`config.mk`:
```
export PLATFORM = sky130hd
export DESIGN_NAME = ha_array_accumulator
export DESIGN_NICKNAME = d
export VERILOG_FILES = /design/src/rtl/ha_array_accumulator.sv
export SDC_FILE = /design/constraint.sdc
export NUM_CORES = 1
export LEC_CHECK = 0
export BUFFER_PORTS_ARGS = -buffer_cell sky130_fd_sc_hd__buf_2
export CAP_MARGIN = 20
export CORE_ASPECT_RATIO = 0.8
export CORE_UTILIZATION = 25
export CTS_CLUSTER_DIAMETER = 100
export CTS_CLUSTER_SIZE = 30
export DETAILED_ROUTE_END_ITERATION = 8
export PLACE_DENSITY = 0.55
export REMOVE_ABC_BUFFERS = 1
export SYNTH_ARGS = -nofsm -noshare
export SYNTH_HDL_FRONTEND = slang
export SYNTH_SLANG_ARGS = --single-unit
export TNS_END_PERCENT = 100
```
`constraint.sdc`:
```
create_clock -name clk -period 3.62 [get_ports clk]
set_input_delay 0.362 -clock clk [delete_from_list [all_inputs] [get_ports clk]]
set_output_delay 0.362 -clock clk [all_outputs]
set_load 0.01 [all_outputs]
```
`src/rtl/ha_array_accumulator.sv`:
```
// Reduces the four (b, t) row pairs of the 8x8 half-adder array into a saturated
// 16-bit unsigned product, one row per clock through a single ACC_W-bit adder.
module ha_array_accumulator #(
    parameter int ROWS  = 4,
    parameter int OUT_W = 16,
    parameter int ACC_W = 17
) (
    input  logic             clk,
    input  logic             rst_n,
    input  logic             in_valid,
    output logic             in_ready,
    input  logic [6:0]       ha_array_0_b,
    input  logic [8:0]       ha_array_0_t,
    input  logic [6:0]       ha_array_1_b,
    input  logic [8:0]       ha_array_1_t,
    input  logic [6:0]       ha_array_2_b,
    input  logic [8:0]       ha_array_2_t,
    input  logic [6:0]       ha_array_3_b,
    input  logic [8:0]       ha_array_3_t,
    output logic             out_valid,
    input  logic             out_ready,
    output logic [OUT_W-1:0] product,
    output logic             overflow
);

    typedef enum logic [1:0] {IDLE, ACCUM, DONE} state_t;

    state_t                 state_q, state_d;
    logic [1:0]             cnt_q, cnt_d;
    logic [ACC_W-1:0]       acc_q, acc_d;
    logic [ROWS-1:0][8:0]   t_q, t_d;
    logic [ROWS-1:0][6:0]   b_q, b_d;
    logic [OUT_W-1:0]       product_q, product_d;
    logic                   overflow_q, overflow_d;

    logic [ROWS-1:0][8:0]   t_in;
    logic [ROWS-1:0][6:0]   b_in;
    logic [ACC_W-1:0]       row_term;
    logic [ACC_W-1:0]       acc_sum;
    logic [3:0]             t_sh;
    logic                   capture;

    assign t_in = {ha_array_3_t, ha_array_2_t, ha_array_1_t, ha_array_0_t};
    assign b_in = {ha_array_3_b, ha_array_2_b, ha_array_1_b, ha_array_0_b};

    // Row i: t weighted 2^(2i), b weighted 2^(2i+2).
    assign t_sh     = {1'b0, cnt_q, 1'b0};
    assign row_term = (ACC_W'(t_q[cnt_q]) << t_sh) + (ACC_W'(b_q[cnt_q]) << (t_sh + 4'd2));
    assign acc_sum  = acc_q + row_term;

    // Held low while reset is asserted; in DONE a new bundle rides on the output transfer.
    assign in_ready = rst_n & ((state_q == IDLE) | ((state_q == DONE) & out_ready));
    assign capture  = in_valid & in_ready;

    always_comb begin
        state_d    = state_q;
        cnt_d      = cnt_q;
        acc_d      = acc_q;
        t_d        = t_q;
        b_d        = b_q;
        product_d  = product_q;
        overflow_d = overflow_q;
        case (state_q)
            IDLE: begin
                if (capture) begin
                    t_d     = t_in;
                    b_d     = b_in;
                    acc_d   = '0;
                    cnt_d   = '0;
                    state_d = ACCUM;
                end
            end
            ACCUM: begin
                acc_d = acc_sum;
                cnt_d = cnt_q + 2'd1;
                if (cnt_q == 2'd3) begin
                    state_d    = DONE;
                    overflow_d = |acc_sum[ACC_W-1:OUT_W];
                    product_d  = (|acc_sum[ACC_W-1:OUT_W]) ? '1 : acc_sum[OUT_W-1:0];
                end
            end
            DONE: begin
                if (out_ready) begin
                    if (capture) begin
                        t_d     = t_in;
                        b_d     = b_in;
                        acc_d   = '0;
                        cnt_d   = '0;
                        state_d = ACCUM;
                    end else begin
                        state_d = IDLE;
                    end
                end
            end
            default: state_d = IDLE;
        endcase
    end

    always_ff @(posedge clk or negedge rst_n) begin
        if (!rst_n) begin
            state_q    <= IDLE;
            cnt_q      <= '0;
            acc_q      <= '0;
            t_q        <= '0;
            b_q        <= '0;
            product_q  <= '0;
            overflow_q <= 1'b0;
        end else begin
            state_q    <= state_d;
            cnt_q      <= cnt_d;
            acc_q      <= acc_d;
            t_q        <= t_d;
            b_q        <= b_d;
            product_q  <= product_d;
            overflow_q <= overflow_d;
        end
    end

    assign out_valid = (state_q == DONE);
    assign product   = product_q;
    assign overflow  = overflow_q;

endmodule

```
# Word level (Yosys, flattened, before mapping)
# Cells that the tools add are included.
[op_classes]
addsub = 4
multipliers = 0
n_div = 0
magnitude_cmp = 1
eq_ne = 6
shift = 2
mux = 22
bitwise = 4
n_reduce_logical = 7
[ops]
columns = ["cell", "n"]
rows = [
  ["$mux 36", 2],
  ["$pmux 36 s2", 1],
  ["$mux 28", 2],
  ["$pmux 28 s2", 1],
  ["$pmux 17 s3", 1],
  ["$add 17x17->17", 2],
  ["$mux 17", 2],
  ["$bmux 9 s2", 1],
  ["$shl 7x4->17", 1],
  ["$shl 9x3->17", 1],
  ["$mux 16", 1],
  ["$bmux 7 s2", 1],
  ["$pmux 2 s3", 2],
  ["$mux 2", 5],
  ["$mux 9", 1],
  ["$mux 7", 1],
  ["$reduce_and 2->1", 3],
  ["$add 3x2->4 const B", 1],
  ["$eq 2x2->1 const B", 2],
  ["$ne 2x2->1 const B", 2],
  ["$and 1x1->1", 3],
  ["$lt 2x3->1 const B", 1],
  ["$reduce_and 3->1", 1],
  ["$reduce_bool 3->1", 1],
  ["other kinds (7)", 7],
]
[word_totals]
reg_bits = 102
latch_bits = 0
ramBits = 0
rom_bits = 0
out_inout_bits = 19
word_cells = 59
memories = 0

# Logic depth before layout (Yosys ltp)
# Gate-level depths: netlist of run 1.
[depth]
word_depth = 8
depth_mapped = 18

# Least setup slack after synthesis of run 1
# Ideal clock, no wire load.
[synth_timing]
path_type = "reg-to-reg"
start = "reg cnt_q[0]"
end = "reg product_q[11], in the netlist product[11]"
setup_time_ns = 0.141
arrival_ns = 3.832
setup_slack_ns = -0.353
stages_incl_launch_ff = 14
path_buffers = 3
synth_period_minus_slack_ns = 3.973
path_cell_list = "dfrtp_1 -> buf_1 -> mux4_2 -> a22o_1 -> fa_1 -> ha_1 -> and3_1 -> buf_2 -> a221oi_1 -> o21a_1 -> o21ai_1 -> xnor2_2 -> buf_6 -> a31oi_1"
[synth_via]
elab_chain_cells = 6
elab_cells_between_ends = 12
cone_classes = "3 x add/sub; 1 x eq/ne; 2 x shift; 5 x mux; 1 x reduce/logical"
[synth_lines]
columns = ["item", "line_no", "rtl"]
rows = [
  ["start, declared", "29", "logic [1:0] cnt_q, cnt_d;"],
  ["start signal, assigned", "110", "cnt_q <= cnt_d;"],
  ["parallel branches: the longest is 6 deep, another holds $add 17x17->17", "n/a", ""],
  ["end signal, assigned", "114", "product_q <= product_d;"],
  ["end, declared", "33", "logic [OUT_W-1:0] product_q, product_d;"],
]
# Parallel ways; which one is timed is not known. The select of a mux whose other input is x is not followed.
# A chain may end at the register's enable or synchronous reset.

# Final worst setup path of run 1
[layout_timing]
start = "reg cnt_q[0]"
end = "reg product_q[9], in the netlist product[9]"
# The elaborated chain is that of the path after synthesis.

==> impl_metrics.yaml, run 1 <==
critical_path:
  required_ns: 3.81
  path_max_fanout: 10
  worst-setup-path-type: "register to register"
  start_kind: "register"
  arrival_ns: 3.82
  rr_worst_depth: 18
  cp-end-kind: "register"
min_path:
  hold_class: "input pin to async pin"
timing:
  fmax_mhz: 276
  min_period_over_period_pct: 100
  finClkSkew_ns: 0.0139
  setup_viol: 1
  period_needed_ns: 3.63
  final_max_slew_viol_count: 0
  whs_ns: 0.149
  grt_setup_unrepaired: "yes"
  relSlewSlack_pct: 38.6
  hold_viol_final: 0
  setup-tns-final_ns: -0.00763
  worst_pin_slew_ns: 0.921
  setup_ws_ns: -0.00763
synthesis:
  yosysSeqAreaShare_pct: 45.7
  synth_most_common_cell: "dfrtp_1"
  synth_top_area_share_pct: 45.7
  syn_inst: 491
  syn_area_mm2: 0.00559
  synth_cell_types: 45
  synth_top_flop_cell: "dfrtp_1"
  synth_warnings: 0
  synth_edf_count: 0
  synth-seq-cells: 102
  synth.area.top_cells: "dfrtp_1, mux2_2, fa_1, ha_1, mux4_2"
  yosys.area.top_type: "dfrtp_1"
  postSynthAreaPerCell_um2: 11.4
  synth_common_cells: "dfrtp_1, mux2_2, nor2_1"
  synthArstFlopShare_pct: 100
global_routing:
  grt_max_degree: 53
  grtUsageTotal_pct: 13.4
  grt_pass1_vias: 4334
  antenna_found_initial: 0
  grt_overflow: 0
  grt_first_pass_wirelength_um: 23800
drt:
  drtIter0Drc: 280
  ant_nets: 0
  drc: 0
  wl_um: 14900
  dr.pass1.iters: 4
  vias: 4244
  via_per_inst: 4.47
  wl_per_cell_um: 15.7
floorplanning:
  initial_core_util_pct: 25.7
  die_height_um: 136
  design.core.area_mm2: 0.0217
  io_pins: 87
  dieArea_mm2: 0.0230
  rows: 48
  fp.dieW_um: 169
cells_and_area:
  antenna_cells: 0
  layout-drive-gt1-share_pct: 49.5
  syn_to_final_growth_pct: 37.3
  final_nets: 745
  final_util_pct: 35.3
  fillers: 2176
clocking:
  cts_made_buffers: 9
  root_buffer: "clkbuf_16"
  clock-sinks: 102
  clock_tree.buffer_depth: 2
  ctsHtreeMaxLevel: 3
  cts_tree: "built"
  clkLatencyLatePin_ns: 0.35
  clk_pin_slew_worst_paths_ns: 0.09
place:
  io_buffers: 86
  place.gp.congestion: 0.854
  hpwlAfterDp_um: 11000
flow_run:
  cap_violations: 0
outcome:
  outcome: "finished, violations left"
  violations: "setup timing"
[flip-flops by register name (all words and copies together) (netlist names)]
register	flops
t_q	36
product	16
state_q	2
cnt_q	2
overflow	1
b_q	28
acc_q	17
[area by class of cell]
type | count | area [um2] | share of cell area, %
sequential | 102 | 2550 | 33.3
clock buffer | 9 | 225 | 2.93
inverter | 12 | 48.8 | 0.636
timing repair buffer | 170 | 1120 | 14.6
multi-input combinational | 349 | 3280 | 42.8
tap | 300 | 375 | 4.89
clock inverter | 7 | 66.3 | 0.864
[critical path: stages (launching register included)]
cell and delay, ns:
dfrtp_1 0.42, buf_6 0.15, buf_4 0.14, buf_12 0.14, inv_2 0.08, buf_4 0.14
nor4_1 0.05, buf_4 0.15, fa_2 0.35, ha_4 0.18, fa_2 0.40, a21o_1 0.19
a221oi_2 0.21, buf_4 0.16, o21bai_1 0.06, a21oi_1 0.18, xor2_1 0.23, buf_4 0.14
a31oi_1 0.07
[timing repair]
| item | in CTS | in global routing |
|---|---|---|
| resized for setup | 33 | 60 |
| pin swaps | 11 | 28 |
| gates cloned | 0 | 0 |
| buffers inserted | 5 | 5 |
| hold buffers | 0 | 0 |
| hold endpoints to repair | 0 | 0 |
| endpoints found under the setup margin | 23 | 26 |
[through the flow]
step	instance area [um2]	std cells	setup slack, ns
2_1_floorplan	5470	463	-0.888
3_3_place_gp	6870	924	-0.168
3_5_place_dp	6870	924	-0.197
4_1_cts	7360	945	-0.0783
5_1_grt	7670	949	-0.187
6_report	7670	949	-0.00763
[routing by layer]
layer  GRT usage, %  up-vias  wire (um)
met5              0        -          0
met2           19.2      102       6280
li1               -     2072          -
met1           20.9     2060       7620
met4           1.95        0         86
met3           2.54       10        901
[placed cells by master (no fill, tap or decap), types with 4 or more instances in the layout]
| cell type | Yosys | routed |
|---|---|---|
| nand2_1 | 27 | 24 |
| a21oi_2 | 0 | 4 |
| mux2i_1 | 15 | 10 |
| o21ai_0 | 27 | 19 |
| a21oi_1 | 16 | 11 |
| a31oi_1 | 16 | 16 |
| nand3_1 | 25 | 24 |
| ha_4 | 0 | 12 |
| ha_1 | 17 | 5 |
| a22o_1 | 4 | 4 |
| nor2b_1 | 8 | 5 |
| nor2_1 | 36 | 31 |
| and3_1 | 6 | 5 |
| buf_6 | 1 | 6 |
| nand2b_1 | 4 | 4 |
| dfrtp_1 | 102 | 101 |
| xor2_1 | 7 | 7 |
| mux2_2 | 65 | 64 |
| mux4_2 | 8 | 8 |
| buf_4 | 0 | 76 |
| inv_1 | 12 | 10 |
| buf_2 | 3 | 85 |
| clkbuf_16 | 0 | 9 |
| xnor2_1 | 4 | 4 |
| a21o_1 | 5 | 5 |
| fa_1 | 16 | 13 |
| o21ai_1 | 3 | 8 |
[worst paths after layout]
| kind | from | end | slack (ns) |
|---|---|---|---|
| min reg2reg | acc_q[1] | acc_q[1] | 0.50 |
| max reg2reg | cnt_q[0] | product[9] | -0.008 |
| max | cnt_q[0] | product[9] | -0.008 |
| min | rst_n | product[15] | 0.15 |
| max in group asynchronous | rst_n | t_q[5] | 2.33 |
| min in group clk | out_ready | state_q[1] | 0.21 |
[logic make-up after synthesis]
logic type	Yosys count	synth area share [%]
AO/OA/AOI/OAI	96	10.8
AND/OR/NAND/NOR	120	10.1
flip-flops	102	45.7
multiplexers	88	19.0
adder cells (fa/ha/maj)	33	9.53
XOR/XNOR	12	2.01
buffers and inverters	40	2.89
Power of run 1 is not shown: default switching activity piles up to over one toggle a cycle in this logic, so the estimate is an artifact.
==> run 2: changes to the inputs <==
==> constraint.sdc (replaced) <==
create_clock -name clk -period 3.62 [get_ports clk]
set_input_delay 0.724 -clock clk [delete_from_list [all_inputs] [get_ports clk]]
set_output_delay 0.724 -clock clk [all_outputs]
set_load 0.01 [all_outputs]
==> run 2 against run 1 <==
  * Critical path type unchanged
  * First-iteration DRC count decreased by 28%
  * Cell count increased by 0.53%
  * Worst setup slack got worse by 0.076 ns
  * Highest routed layer unchanged
  * The run still ends with setup timing left
==> impl_metrics.yaml, run 2 (synthesis gave the netlist of run 1 again) <==
outcome:
  outcome: "finished, violations left"
  violations: "setup timing"
global_routing:
  grt_overflow: 0
  grt_first_pass_wirelength_um: 23200
  grtUsageTotal_pct: 13.2
  antenna_found_initial: 0
  grt_pass1_vias: 4210
  grt_max_degree: 55
timing:
  finClkSkew_ns: 0.0103
  fmax_mhz: 270
  grt_setup_unrepaired: "yes"
  worst_pin_slew_ns: 0.901
  final_max_slew_viol_count: 0
  relSlewSlack_pct: 39.9
  hold_viol_final: 0
  period_needed_ns: 3.70
  setup_viol: 16
  min_period_over_period_pct: 102
  setup_ws_ns: -0.0839
cells_and_area:
  largestRegisters: "t_q x36, b_q x28, acc_q x17"
  largest_register_ffs: 36
  mostFrequentLayoutCell: "dfrtp_1"
  syn_to_final_growth_pct: 36.8
  final_cell_mix: "dfrtp_1, buf_2, buf_4"
  largest-register: "t_q"
  final_nets: 749
  fillers: 2226
  layout-drive-gt1-share_pct: 49.0
floorplanning:
  rows: 48
  die_height_um: 136
  fp.dieW_um: 169
  initial_core_util_pct: 25.7
  io_pins: 87
  design.core.area_mm2: 0.0217
  dieArea_mm2: 0.0230
place:
  hpwlAfterDp_um: 10800
  io_buffers: 86
  place.gp.congestion: 0.853
  pre_cts_ws_ns: -0.253
drt:
  ant_nets: 0
  drtIter0Drc: 202
  vias: 4272
  dr.pass1.iters: 4
  wl_per_cell_um: 15.4
  wl_um: 14700
  via_per_inst: 4.48
  drc: 0
min_path:
  hold_depth: 2
  hold_start: "overflow"
  whs_endpoint: "overflow"
  hold_class: "register to register"
clocking:
  clkLatencyLatePin_ns: 0.36
  root_buffer: "clkbuf_16"
  clk_pin_slew_worst_paths_ns: 0.08
  cts_made_buffers: 9
  cts_tree: "built"
  clock-sinks: 102
  cts_hold_buf: 0
  clock_tree.buffer_depth: 2
  ctsHtreeMaxLevel: 3
critical_path:
  cp-end-kind: "register"
  worst-setup-path-type: "register to register"
  r2r-end: "product[14]"
  rrSetupSlack_ns: -0.08
  path_max_fanout: 6
  arrival_ns: 3.89
  required_ns: 3.81
  start_kind: "register"
  rr_worst_depth: 15
  rr_startpoint: "cnt_q[0]"
flow_run:
  cap_violations: 0
[run 2: area by class of cell]
cell class / count / area [um2] / share of cell area (%)
flip-flops and latches: 102 / 2550 / 33.4
repair buffers: 174 / 1150 / 15.0
diodes: 1 / 2.50 / 0.0327
clock inverters: 7 / 65.1 / 0.851
inverters: 12 / 45.0 / 0.589
multi-input cells: 349 / 3230 / 42.2
well taps: 300 / 375 / 4.91
clock buffers: 9 / 225 / 2.94
[run 2: how the worst max path moves through the flow]
stage	start	to	slack, ns	depth (start not counted)
after CTS	cnt_q[0]	product[9]	-0.02	15
after global placement	cnt_q[0]	product[9]	-0.20	13
after floorplan	cnt_q[1]	product[10]	-0.89	13
final	cnt_q[0]	product[14]	-0.08	15
after global routing	cnt_q[0]	product[9]	-0.27	17
after detailed placement	cnt_q[1]	product[9]	-0.25	16
[run 2: through the flow]
step / hold WS (ns) / util (%) / instances / TNS (ns) / instance area (um2)
finish: 0.493 / 35.2 / 954 / -0.530 / 7650
detailed placement: 0.473 / 31.5 / 923 / -2.30 / 6860
floorplan: 0.428 / - / 463 / -19.73 / 5470
global route: 0.514 / 35.2 / 953 / -3.63 / 7650
global placement: 0.472 / 31.5 / 923 / -1.43 / 6860
CTS: 0.492 / 34.0 / 950 / -0.0569 / 7390
[run 2: metal layers]
metal / routed length [um] / GRT usage, % / share of wire, %
met1: 7670 / 20.1 / 52
met3: 723 / 3.33 / 4.9
met5: 0 / 0 / 0
met2: 6250 / 18.8 / 42
met4: 82 / 2.40 / 0.56
[run 2: worst max-delay path: stages (launching register included)]
cell	delay, ns
dfrtp_1	0.38
buf_6	0.15
mux4_2	0.57
buf_6	0.15
mux2i_4	0.15
nor2_2	0.07
fa_1	0.51
ha_4	0.30
buf_6	0.10
buf_4	0.10
o21a_1	0.18
o211ai_1	0.13
a21oi_2	0.22
o22ai_2	0.12
a211oi_2	0.29
a31oi_1	0.12
[run 2: repair_timing]
| item | in CTS | in global routing |
|---|---|---|
| cloned | 0 | 1 |
| gates resized for setup | 36 | 51 |
| endpoints found under the hold margin | 0 | 0 |
| pin swaps | 16 | 39 |
| endpoints found under the setup margin | 23 | 26 |
| setup buffers | 11 | 4 |
Power of run 2 is left out for the same reason.
==> run 3: changes to the inputs <==
Settings changed: RECOVER_POWER set to 50.
==> run 3 against run 2 <==
  * The flow finishes with violations (capacitance limit, slew limit, setup timing)
  * Sequential cell count is the same
  * Sequential share of layout area grew 0.16 points
  * Critical path depth is the same
  * Non-clock buffer count is the same
  * Clock skew is essentially flat
  * Via count shrank 0.30%
  * Die area is the same
  * Register-to-register slack is essentially flat
==> impl_metrics.yaml, run 3 (synthesis gave the netlist of run 1 again) <==
outcome:
  outcome: "finished, violations left"
  violations: "capacitance limit, slew limit, setup timing"
timing:
  setup_ws_ns: -0.0832
  grt_setup_unrepaired: "yes"
  period_needed_ns: 3.70
  final_max_slew_viol_count: 55
  relSlewSlack_pct: -60.1
  worst_pin_slew_ns: 2.40
  min_period_over_period_pct: 102
  hold_viol_final: 0
  whs_ns: 0.502
  setup-tns-final_ns: -0.533
  setup_viol: 16
  finClkSkew_ns: 0.0103
  fmax_mhz: 270
drt:
  dr.pass1.iters: 4
  drtIter0Drc: 200
  wl_um: 14800
  via_per_inst: 4.46
  drc: 0
  vias: 4259
  wl_per_cell_um: 15.5
  ant_nets: 0
flow_run:
  cap_violations: 1
cells_and_area:
  largest-register: "t_q"
  layout-drive-gt1-share_pct: 46.1
  final_cell_mix: "dfrtp_1, buf_4, buf_2"
  syn_to_final_growth_pct: 36.1
  largest_register_ffs: 36
  largestRegisters: "t_q x36, b_q x28, acc_q x17"
  mostFrequentLayoutCell: "dfrtp_1"
  final_nets: 749
clocking:
  cts_tree: "built"
  ctsHtreeMaxLevel: 3
  cts_hold_buf: 0
  clock_tree.buffer_depth: 2
  cts_made_buffers: 9
  root_buffer: "clkbuf_16"
  clk_pin_slew_worst_paths_ns: 0.08
  clock-sinks: 102
  clkLatencyLatePin_ns: 0.36
min_path:
  hold_depth: 2
  hold_class: "register to register"
  hold_start: "overflow"
critical_path:
  path_max_fanout: 6
  crit_start: "cnt_q[0]"
  crit_top_cell: "buf_6"
  rr_worst_depth: 15
  cp.depth: 15
  rr_startpoint: "cnt_q[0]"
  path_buf_inv: 4
  arrival_ns: 3.89
  start_kind: "register"
  cpMaxStageDelayCell: "mux4_2"
  worst-setup-path-type: "register to register"
  cp_top_family: "compound AO/OA/AOI/OAI gates"
  required_ns: 3.81
  cp-end-kind: "register"
  cp_cell_sequence: "buf_6 -> mux4_2 -> buf_6 -> mux2i_4 -> nor2_2 -> fa_1 -> ha_4 -> buf_6 -> buf_4 -> o21a_1 -> o211ai_1 -> a21oi_2 -> o22ai_2 -> a211oi_2 -> a31oi_1"
  cpPeakStageDelay_ns: 0.57
global_routing:
  grtUsageTotal_pct: 13.2
  grt_max_degree: 55
  grt_overflow: 0
  grt_first_pass_wirelength_um: 23200
  grt_pass1_vias: 4210
  antenna_found_initial: 0
place:
  hpwlAfterDp_um: 10800
  io_buffers: 86
  pre_cts_ws_ns: -0.253
  place.gp.congestion: 0.853
floorplanning:
  dieArea_mm2: 0.0230
  design.core.area_mm2: 0.0217
  io_pins: 87
  initial_core_util_pct: 25.7
  fp.dieW_um: 169
  rows: 48
  die_height_um: 136
-- run 3: worst paths after layout --
kind,end,slack (ns)
max in group asynchronous,acc_q[9],0.79
worst min register to register,overflow,0.50
worst max register to register,product[14],-0.08
worst max-delay path,product[14],-0.08
worst min-delay path,overflow,0.50
min in group asynchronous,acc_q[16],0.83
-- run 3: cell type report --
| type | count | area, um2 |
|---|---|---|
| diodes | 1 | 2.50 |
| clock inverters | 7 | 65.1 |
| fillers | 2242 | 14100 |
| inverters | 12 | 45.0 |
| multi-input cells | 349 | 3220 |
| flip-flops and latches | 102 | 2550 |
| repair buffers | 174 | 1120 |
| clock buffers | 9 | 225 |
| well taps | 300 | 375 |
-- run 3: tightest hold or removal path, cell delays in order, from the launching register on --
cell and delay [ns]:
dfrtp_1 0.36, nand2_1 0.05, o21ai_1 0.06
-- run 3: metal layers --
layer	wire (um)	share of wire, %	up-vias	global-route usage [%]
li1	-	-	2085	-
met5	0	0	-	0
met4	82	0.56	0	2.40
met3	743	5.0	9	3.33
met2	6250	42	89	18.8
met1	7680	52	2076	20.1
-- run 3: metrics by stage --
stage          cell area, um2  cells  utilization [%]
6_report                 7610    954             35.0
3_5_place_dp             6860    923             31.5
2_1_floorplan            5470    463                -
5_1_grt                  7610    953             35.0
3_3_place_gp             6860    923             31.5
4_1_cts                  7390    950             34.0
-- run 3: timing repair --
| item | in CTS | in global routing |
|---|---|---|
| resized for setup | 36 | 51 |
| pin swaps | 16 | 39 |
| setup endpoints to repair | 23 | 26 |
| gates cloned | 0 | 1 |
| setup buffers | 11 | 4 |
Power of run 3 is left out for the same reason.
